===== src/rtl/div_sequencer_pkg.sv =====
// rtl/div_sequencer_pkg.sv - shared states, defaults and sign helpers for the divide sequencer
package div_sequencer_pkg;

  localparam int          DIV_CYCLES_DEFAULT = 32;
  localparam int          WATCHDOG_DEFAULT   = 48;
  localparam logic [31:0] DBZ_QUOTIENT       = 32'hFFFF_FFFF;

  typedef enum logic [2:0] {
    ST_IDLE  = 3'd0,
    ST_SETUP = 3'd1,
    ST_RUN   = 3'd2,
    ST_FIXUP = 3'd3,
    ST_RESP  = 3'd4
  } state_t;

  // Two's complement negate with natural 32-bit wrap (so -0x80000000 stays 0x80000000)
  function automatic logic [31:0] negate(input logic [31:0] x);
    return ~x + 32'd1;
  endfunction

  // Magnitude of an operand; unsigned operands pass through untouched
  function automatic logic [31:0] magnitude(input logic [31:0] x, input logic sgn);
    return (sgn && x[31]) ? negate(x) : x;
  endfunction

endpackage


===== src/rtl/div_sequencer_rr_arbiter2.sv =====
// rtl/div_sequencer_rr_arbiter2.sv - two-way round-robin grant with pointer update on accept
module div_sequencer_rr_arbiter2 (
  input  logic clk,
  input  logic reset,
  input  logic enable,
  input  logic valid0,
  input  logic valid1,
  output logic grant0,
  output logic grant1,
  output logic grant_id
);

  logic ptr;
  logic any_valid;

  // Pointer names the preferred requester when both ask; a lone requester always wins
  always_comb begin
    any_valid = valid0 | valid1;
    grant_id  = (valid0 & valid1) ? ptr : valid1;
    grant0    = enable & any_valid & ~grant_id;
    grant1    = enable & any_valid & grant_id;
  end

  // Pointer moves past the winner on every accepted grant
  always_ff @(posedge clk or negedge reset) begin
    if (!reset) begin
      ptr <= 1'b0;
    end else if (enable & any_valid) begin
      ptr <= ~grant_id;
    end
  end

endmodule


===== src/rtl/div_sequencer.sv =====
// rtl/div_sequencer.sv - shares one unsigned divide core between two requesters with sign fix-up
module div_sequencer
  import div_sequencer_pkg::*;
#(
  parameter int DIV_CYCLES = DIV_CYCLES_DEFAULT,
  parameter int WATCHDOG   = WATCHDOG_DEFAULT
) (
  input  logic        clk,
  input  logic        reset,
  input  logic        req0_valid,
  output logic        req0_ready,
  input  logic [31:0] req0_a,
  input  logic [31:0] req0_b,
  input  logic        req0_signed,
  input  logic        req1_valid,
  output logic        req1_ready,
  input  logic [31:0] req1_a,
  input  logic [31:0] req1_b,
  input  logic        req1_signed,
  output logic        resp_valid,
  input  logic        resp_ready,
  output logic        resp_id,
  output logic [31:0] resp_quotient,
  output logic [31:0] resp_remainder,
  output logic        resp_dbz,
  output logic        resp_err,
  output logic        busy,
  output logic        div_reset,
  output logic [31:0] div_a,
  output logic [31:0] div_b,
  input  logic [31:0] div_quotient,
  input  logic [31:0] div_remainder,
  input  logic        div_ready
);

  // Counter is wide enough for the longer of a nominal run and the abort limit
  localparam int               CNT_MAX = (WATCHDOG > DIV_CYCLES) ? WATCHDOG : DIV_CYCLES;
  localparam int               CNT_W   = $clog2(CNT_MAX + 1);
  localparam logic [CNT_W-1:0] WD_LAST = CNT_W'(WATCHDOG - 1);

  state_t            state, state_nxt;
  logic              arb_enable, grant0, grant1, grant_id, accept;
  logic [31:0]       sel_a, sel_b;
  logic              sel_signed;
  logic              id_q, neg_q, neg_r, dbz_q, err_q;
  logic [31:0]       mag_a, mag_b, quo_q, rem_q;
  logic [CNT_W-1:0]  cnt;

  // Grants only in IDLE and never while reset is asserted
  assign arb_enable = (state == ST_IDLE) & reset;
  assign accept     = grant0 | grant1;

  div_sequencer_rr_arbiter2 u_arb (
    .clk      (clk),
    .reset    (reset),
    .enable   (arb_enable),
    .valid0   (req0_valid),
    .valid1   (req1_valid),
    .grant0   (grant0),
    .grant1   (grant1),
    .grant_id (grant_id)
  );

  // Operand mux follows the arbiter decision
  always_comb begin
    sel_a      = grant_id ? req1_a      : req0_a;
    sel_b      = grant_id ? req1_b      : req0_b;
    sel_signed = grant_id ? req1_signed : req0_signed;
  end

  // State register
  always_ff @(posedge clk or negedge reset) begin
    if (!reset) state <= ST_IDLE;
    else        state <= state_nxt;
  end

  // Next-state and state-decoded outputs; core is held in restart outside RUN
  always_comb begin
    state_nxt  = state;
    busy       = (state != ST_IDLE);
    div_reset  = (state != ST_RUN);
    resp_valid = (state == ST_RESP);
    req0_ready = grant0;
    req1_ready = grant1;
    case (state)
      ST_IDLE:  if (accept) state_nxt = (sel_b == 32'd0) ? ST_RESP : ST_SETUP;
      ST_SETUP: state_nxt = ST_RUN;
      ST_RUN: begin
        if (div_ready)          state_nxt = ST_FIXUP;
        else if (cnt == WD_LAST) state_nxt = ST_RESP;
      end
      ST_FIXUP: state_nxt = ST_RESP;
      ST_RESP:  if (resp_ready) state_nxt = ST_IDLE;
      default:  state_nxt = ST_IDLE;
    endcase
  end

  // Operation capture, core result capture, watchdog abort and sign fix-up
  always_ff @(posedge clk or negedge reset) begin
    if (!reset) begin
      id_q  <= 1'b0;
      neg_q <= 1'b0;
      neg_r <= 1'b0;
      dbz_q <= 1'b0;
      err_q <= 1'b0;
      mag_a <= 32'd0;
      mag_b <= 32'd0;
      quo_q <= 32'd0;
      rem_q <= 32'd0;
      cnt   <= '0;
    end else begin
      case (state)
        ST_IDLE: begin
          if (accept) begin
            id_q  <= grant_id;
            mag_a <= magnitude(sel_a, sel_signed);
            mag_b <= magnitude(sel_b, sel_signed);
            neg_q <= sel_signed & (sel_a[31] ^ sel_b[31]);
            neg_r <= sel_signed & sel_a[31];
            dbz_q <= (sel_b == 32'd0);
            err_q <= 1'b0;
            cnt   <= '0;
            // Divide-by-zero result; a real division overwrites both later
            quo_q <= DBZ_QUOTIENT;
            rem_q <= sel_a;
          end
        end
        ST_RUN: begin
          cnt <= cnt + CNT_W'(1);
          if (div_ready) begin
            quo_q <= div_quotient;
            rem_q <= div_remainder;
          end else if (cnt == WD_LAST) begin
            quo_q <= 32'd0;
            rem_q <= 32'd0;
            err_q <= 1'b1;
          end
        end
        ST_FIXUP: begin
          if (neg_q) quo_q <= negate(quo_q);
          if (neg_r) rem_q <= negate(rem_q);
        end
        default: ;
      endcase
    end
  end

  assign div_a          = mag_a;
  assign div_b          = mag_b;
  assign resp_id        = id_q;
  assign resp_quotient  = quo_q;
  assign resp_remainder = rem_q;
  assign resp_dbz       = resp_valid & dbz_q;
  assign resp_err       = resp_valid & err_q;

endmodule


===== config.mk =====
export PLATFORM = sky130hd
export DESIGN_NAME = div_sequencer
export DESIGN_NICKNAME = d
export VERILOG_FILES = /design/src/rtl/div_sequencer_pkg.sv /design/src/rtl/div_sequencer_rr_arbiter2.sv /design/src/rtl/div_sequencer.sv
export SDC_FILE = /design/constraint.sdc
export NUM_CORES = 1
export LEC_CHECK = 0
export CAP_MARGIN = 0
export CORE_MARGIN = 1
export CORE_UTILIZATION = 40
export DETAILED_ROUTE_END_ITERATION = 6
export PLACE_DENSITY = 0.71
export SLEW_MARGIN = 25
export SYNTH_ARGS = -nofsm -noshare
export SYNTH_HDL_FRONTEND = slang
export SYNTH_HIERARCHICAL = 1
export SYNTH_SLANG_ARGS = --single-unit

===== constraint.sdc =====
create_clock -name clk -period 7.3 [get_ports clk]
set_input_delay 0.73 -clock clk [delete_from_list [all_inputs] [get_ports clk]]
set_output_delay 0.73 -clock clk [all_outputs]
set_load 0.02 [all_outputs]

After elaboration in Yosys (flattened, before gate mapping) --
Index checks and enable logic that the tools add are counted.
Storage, ports and cells: bits in registers 143, latch bits 0, bits in writable memories 0, ROM bits 0, input bits 200, logic and storage cells 87, memories 0
Cells by class: add/sub/neg operators 5, multiply operators 0, divide/modulo/power cells 0, $lt $le $gt $ge 0, equality and inequality tests 13, shift-type cells 0, multiplexer cells 27, bitwise gates (word level) 17, reductions and logical operators 13
Operators with widths (count):
- two-way mux 32 bit | 11
- one-hot mux 32 bit (3 select lines) | 2
- adder 32 x 1 -> 32 bit, second input constant | 4
- NOT 32 bit | 4
- logical NOT 32 bit | 1
- two-way mux 3 bit | 5
- one-hot mux 3 bit (5 select lines) | 1
- one-hot mux 6 bit (2 select lines) | 1
- AND reduction 4 bit | 3
- != test 2 bit, second input constant | 5
- AND 1 bit | 9
- adder 6 x 1 -> 6 bit, second input constant | 1
- == test 3 x 2 -> 1 bit, second input constant | 2
- == test 6 bit, second input constant | 1
- two-way mux 6 bit | 1
- nonzero test 3 bit | 2
- two-way mux 1 bit | 5
- AND reduction 2 bit | 2
- == test 3 x 1 -> 1 bit, second input constant | 1
- == test 3 bit, second input constant | 1
- logical NOT 3 bit | 1
- != test 3 x 2 -> 1 bit, second input constant | 1
- != test 3 bit, second input constant | 1
- AND reduction 3 bit | 1
- other kinds (7) | 9

Longest topological paths before layout --
word-level depth 7, mapped depth 16

Modules after synthesis --
The synthesis kept the hierarchy.
By module, submodules not included:
- div_sequencer | instances 1, cells an instance 1273, area each 10207.3 µm², sequential area each 3553.4 µm²
- div_sequencer_rr_arbiter2 | instances 1, cells an instance 8, area each 63.8 µm², sequential area each 25.0 µm²

Worst setup path after synthesis --
OpenSTA, ideal clock, no wires.
path type input to register, start point in req0_valid, end point reg mag_a[18], in the netlist div_a[18], setup time 0.133 ns, arrival time 4.137 ns, data required time 7.167 ns, setup slack 3.030 ns, stages 16, cells stage by stage nand2b_1 -> and2_1 -> buf_6 -> buf_2 -> clkbuf_1 -> buf_2 -> buf_2 -> buf_2 -> mux2i_1 -> ha_1 -> nor4b_1 -> o221ai_1 -> or2_2 -> o41ai_1 -> xnor2_1 -> o21ai_0
On the way: cells in the longest elaborated chain, start to end 6, elaborated cells between the ends (all ways) 15, those cells by class 1 x add/sub; 4 x mux; 8 x bitwise; 2 x reduce/logical
RTL lines:
- from (decl) | line div_sequencer.sv:10 | input logic req0_valid,
- AND 1 bit * | line div_sequencer_rr_arbiter2.sv:19 | grant_id = (valid0 & valid1) ? ptr : valid1;
- two-way mux 1 bit * | line div_sequencer_rr_arbiter2.sv:19
- net grant_id | line div_sequencer.sv:42 | logic arb_enable, grant0, grant1, grant_id, accept;
- two-way mux 32 bit / NOT 1 bit (equally long branches) | line div_sequencer.sv:66, div_sequencer_rr_arbiter2.sv:20
- NOT 32 bit / AND 1 bit (equally long branches) | line div_sequencer_pkg.sv:18, div_sequencer_rr_arbiter2.sv:20
- adder 32 x 1 -> 32 bit / bitwise OR 1 bit (equally long branches) | line div_sequencer_pkg.sv:18, div_sequencer.sv:51
- two-way mux 32 bit / AND reduction 2 bit (equally long branches)
- to (signal assigned) | line div_sequencer.sv:116 | mag_a <= magnitude(sel_a, sel_signed);
- to (decl) | line div_sequencer.sv:46 | logic [31:0] mag_a, mag_b, quo_q, rem_q;
Mark *: on every way through the listed nets, which the timed path passes. The rest lies on a longest branch. A chain may end at the register's enable or synchronous reset.

Worst setup path after layout --
start point reg state[0], end point out resp_dbz
On the way: cells in the longest elaborated chain, start to end 2
RTL lines:
- from (decl) | line div_sequencer.sv:41 | state_t state, state_nxt;
- from (signal assigned) | line div_sequencer.sv:74 | else state <= state_nxt;
- == test 3 bit | line div_sequencer.sv:82 | resp_valid = (state == ST_RESP);
- AND 1 bit | line div_sequencer.sv:153 | assign resp_dbz = resp_valid & dbz_q;
- to (decl) | line div_sequencer.sv:25 | output logic resp_dbz,
No other way between the ends.

==> impl_metrics.sql <==
INSERT INTO impl_metrics (metric_group, metric, value, unit) VALUES
('yosys', 'post-synth-top-count-cell', 'sky130_fd_sc_hd__nand2_1', ''),
('timing', 'finClkSkew', '9.86', 'ps'),
('yosys', 'mappedNetlistArea', '10300', 'µm²'),
('cts', 'worstSkewPairLatency', '430', 'ps'),
('floorplanning', 'fp.dieArea', '26300', 'µm²'),
('cells_and_area', 'filler_cell_count', '2288', ''),
('power', 'vdd_ir_drop_max', '252', 'µV'),
('timing', 'timing.final.hold_violations', '0', ''),
('setup_path', 'cp_data_arrival_time', '3640', 'ps'),
('yosys', 'ys.flop_type', 'sky130_fd_sc_hd__dfrtp_1', ''),
('yosys', 'synthCells', '1281', ''),
('routing', 'via_per_inst', '5.86', ''),
('yosys', 'synth.area.top_cells', 'sky130_fd_sc_hd__dfrtp_1 35%, sky130_fd_sc_hd__o21ai_0 7.5%, sky130_fd_sc_hd__mux2i_1 5.7%, sky130_fd_sc_hd__nand2_1 5.7%, sky130_fd_sc_hd__a21oi_1 4.3%', ''),
('setup_path', 'end_kind', 'primary output', ''),
('routing', 'routed_wirelength', '40000', 'µm'),
('timing', 'finalMaxSlewViolations', '0', ''),
('floorplanning', 'fp-row-count', '58', ''),
('floorplanning', 'die_width', '162', 'µm'),
('routing', 'route.vias.total', '11200', ''),
('cts', 'cts_made_buffers', '17', ''),
('floorplanning', 'height_of_the_chip', '162', 'µm'),
('floorplanning', 'top_level_ports', '336', ''),
('routing', 'firstDrtPassIters', '6', ''),
('timing', 'timing.setup.tns', '0', 'ps'),
('cts', 'htree_levels', '4', ''),
('yosys', 'netlist.area_leader.share', '34.8', '%'),
('yosys', 'avgSynthCellArea', '8.02', 'µm²'),
('routing', 'drc', '0', ''),
('timing', 'relSlewSlack', '33.2', '%'),
('yosys', 'synth_async_sr_flop_share', '100', '%'),
('floorplanning', 'coreArea', '25200', 'µm²'),
('worst_hold_path', 'timing.hold.worst.class', 'in2async', ''),
('grt', 'globalRouteTotalUtil', '30.3', '%'),
('timing', 'layout_worst_path_cycle_share', '59.8', '%'),
('power', 'p_leak', '5.61', 'nW'),
('cells_and_area', 'layout.nets', '1774', ''),
('timing', 'worst_slew_pin_slew', '995', 'ps'),
('power', 'power', '0.00575', 'W'),
('cts', 'library_cell_used_as_clock_root_buffer', 'sky130_fd_sc_hd__clkbuf_16', ''),
('placement', 'worst_setup_slack_post_dpl', '2620', 'ps'),
('routing', 'detail-route-antenna-nets', '0', ''),
('power', 'p_sw', '0.00271', 'W'),
('cts', 'cts_repair_resize_count', '0', ''),
('power', 'intPower', '0.00304', 'W'),
('routing', 'drt-initial-drc-count', '1041', ''),
('power', 'switching_share', '47.1', '%'),
('yosys', 'synthDominantAreaCellType', 'sky130_fd_sc_hd__dfrtp_1', ''),
('cts', 'clock_sink_count', '143', ''),
('timing', 'fin_crit', '4370', 'ps'),
('yosys', 'synth_enable_flop_cells', '0', ''),
('grt', 'grt_start_max_net_pins', '117', ''),
('setup_path', 'worstSetupPathType', 'reg2out', ''),
('cells_and_area', 'layout-drive-gt1-share', '4.87', '%'),
('grt', 'grt_first_pass_wirelength', '61200', 'µm'),
('timing', 'setup_repair_after_global_routing_missed_its_margin', 'false', ''),
('floorplanning', 'floorplan.initialDensity', '40.8', '%'),
('grt', 'global_route.overflow_total', '0', ''),
('yosys', 'yosys-top-cells-count', '155 x sky130_fd_sc_hd__nand2_1, 153 x sky130_fd_sc_hd__o21ai_0, 143 x sky130_fd_sc_hd__dfrtp_1', ''),
('setup_path', 'cp-start-kind', 'flip-flop', ''),
('placement', 'globalplace.congestion', '0.959', ''),
('cts', 'cts.reportedPaths.clkPinSlew', '70', 'ps'),
('timing', 'timing.final.setup_violations', '0', ''),
('cells_and_area', 'synthToLayoutAreaGrowth', '40.7', '%'),
('cts', 'tritoncts', 'built', ''),
('placement', 'hpwl', '30400', 'µm'),
('routing', 'route.detailed.wl_per_inst', '20.9', 'µm'),
('job', 'cap_violations', '0', ''),
('run_status', 'status', 'finished clean', ''),
('cts', 'cts-root-to-sink-buffers', '2', ''),
('setup_path', 'critical_path_required', '6570', 'ps'),
('yosys', 'synthesis.yosys.warnings', '6', '');
path summary, 6_finish.rpt:
check                           slack [ps]  depth (start not counted)                   from                           end
worst max-delay path                  2930                          5   state[0]$_DFFE_PN0P_                      resp_dbz
worst min-delay path                   210                          1                  reset  resp_quotient[6]$_DFFE_PN0P_
worst max register to register        3370                          9  u_arb/ptr$_DFFE_PN0P_          state[2]$_DFFE_PN0P_
worst min register to register         470                          2    resp_id$_DFFE_PN0P_           resp_id$_DFFE_PN0P_
max in group asynchronous             5350                          3                  reset         div_b[25]$_DFFE_PN0P_
min in group clk                       470                          2    resp_id$_DFFE_PN0P_           resp_id$_DFFE_PN0P_
layout make-up:
class                   instances  area (µm²)  share of cell area [%]
clock buffers                  19         443                    3.07
clock inverters                13         130                   0.901
inverters                      29         109                   0.753
repair buffers                351        3470                    24.0
well taps                     330         413                    2.86
multi-input cells            1027        6290                    43.5
flip-flops and latches        143        3580                    24.8
diodes                          6        15.0                   0.104
cell families after synthesis:
group,share of synthesized area (%)
multiplexers,7.07
AND/OR/NAND/NOR,23.8
AO/OA/AOI/OAI,23.3
flip-flops,34.8
adder cells (fa/ha/maj),0.609
XOR/XNOR,6.14
buffers and inverters,4.31
sequential cells by signal (all words and copies together), names as in the netlist:
register	flops
cnt	6
err_q	1
u_arb/ptr	1
div_a	32
neg_r	1
resp_id	1
resp_quotient	32
neg_q	1
dbz_q	1
div_b	32
state	3
resp_remainder	32
per-stage QoR:
stage	util (%)	std cells	cell area [µm²]
after floorplan	-	1281	10300
after global placement	55.0	1880	13900
after detailed placement	55.0	1880	13900
after CTS	57.3	1912	14400
after global routing	57.4	1917	14400
final	57.4	1918	14500
routing by layer:
| metal | GRT usage [%] | up-vias | share of wire [%] |
|---|---|---|---|
| met5 | 0 | - | 0 |
| met4 | 14.5 | 0 | 4.1 |
| met3 | 5.29 | 82 | 7.0 |
| met2 | 48.8 | 492 | 48 |
| met1 | 39.4 | 5328 | 41 |
| li1 | - | 5341 | - |
critical path: stages (launching register included):
cell and delay, ps:
sky130_fd_sc_hd__dfrtp_2 350, sky130_fd_sc_hd__buf_4 540, sky130_fd_sc_hd__clkinv_1 990, sky130_fd_sc_hd__and3_1 580, sky130_fd_sc_hd__and2_1 180, sky130_fd_sc_hd__clkdlybuf4s50_1 540
cells in the final DEF (no fill, tap or decap), types with 18 or more instances in the layout:
| cell | count |
|---|---|
| sky130_fd_sc_hd__nand2_1 | 155 |
| sky130_fd_sc_hd__mux2i_1 | 59 |
| sky130_fd_sc_hd__nor3b_1 | 18 |
| sky130_fd_sc_hd__nor3_1 | 66 |
| sky130_fd_sc_hd__xor2_1 | 39 |
| sky130_fd_sc_hd__o21ai_0 | 152 |
| sky130_fd_sc_hd__nor4_1 | 30 |
| sky130_fd_sc_hd__nor2_1 | 101 |
| sky130_fd_sc_hd__nand3_1 | 19 |
| sky130_fd_sc_hd__xnor2_1 | 33 |
| sky130_fd_sc_hd__a221oi_1 | 22 |
| sky130_fd_sc_hd__a21oi_1 | 88 |
| sky130_fd_sc_hd__or3_1 | 18 |
| sky130_fd_sc_hd__clkdlybuf4s50_1 | 334 |
| sky130_fd_sc_hd__inv_1 | 28 |
| sky130_fd_sc_hd__dfrtp_1 | 142 |
power groups by stage:
stage	sequential (W)	combinational (W)	clock, W
2_1_floorplan	0.00191	0.00154	0
3_3_place_gp	0.00162	0.00317	0
3_5_place_dp	0.00163	0.00322	0
4_1_cts	0.00162	0.00324	0.000876
5_1_grt	0.00169	0.00353	0.000908
6_report	0.00164	0.00325	0.000865
(Power assumes the default switching activity.)
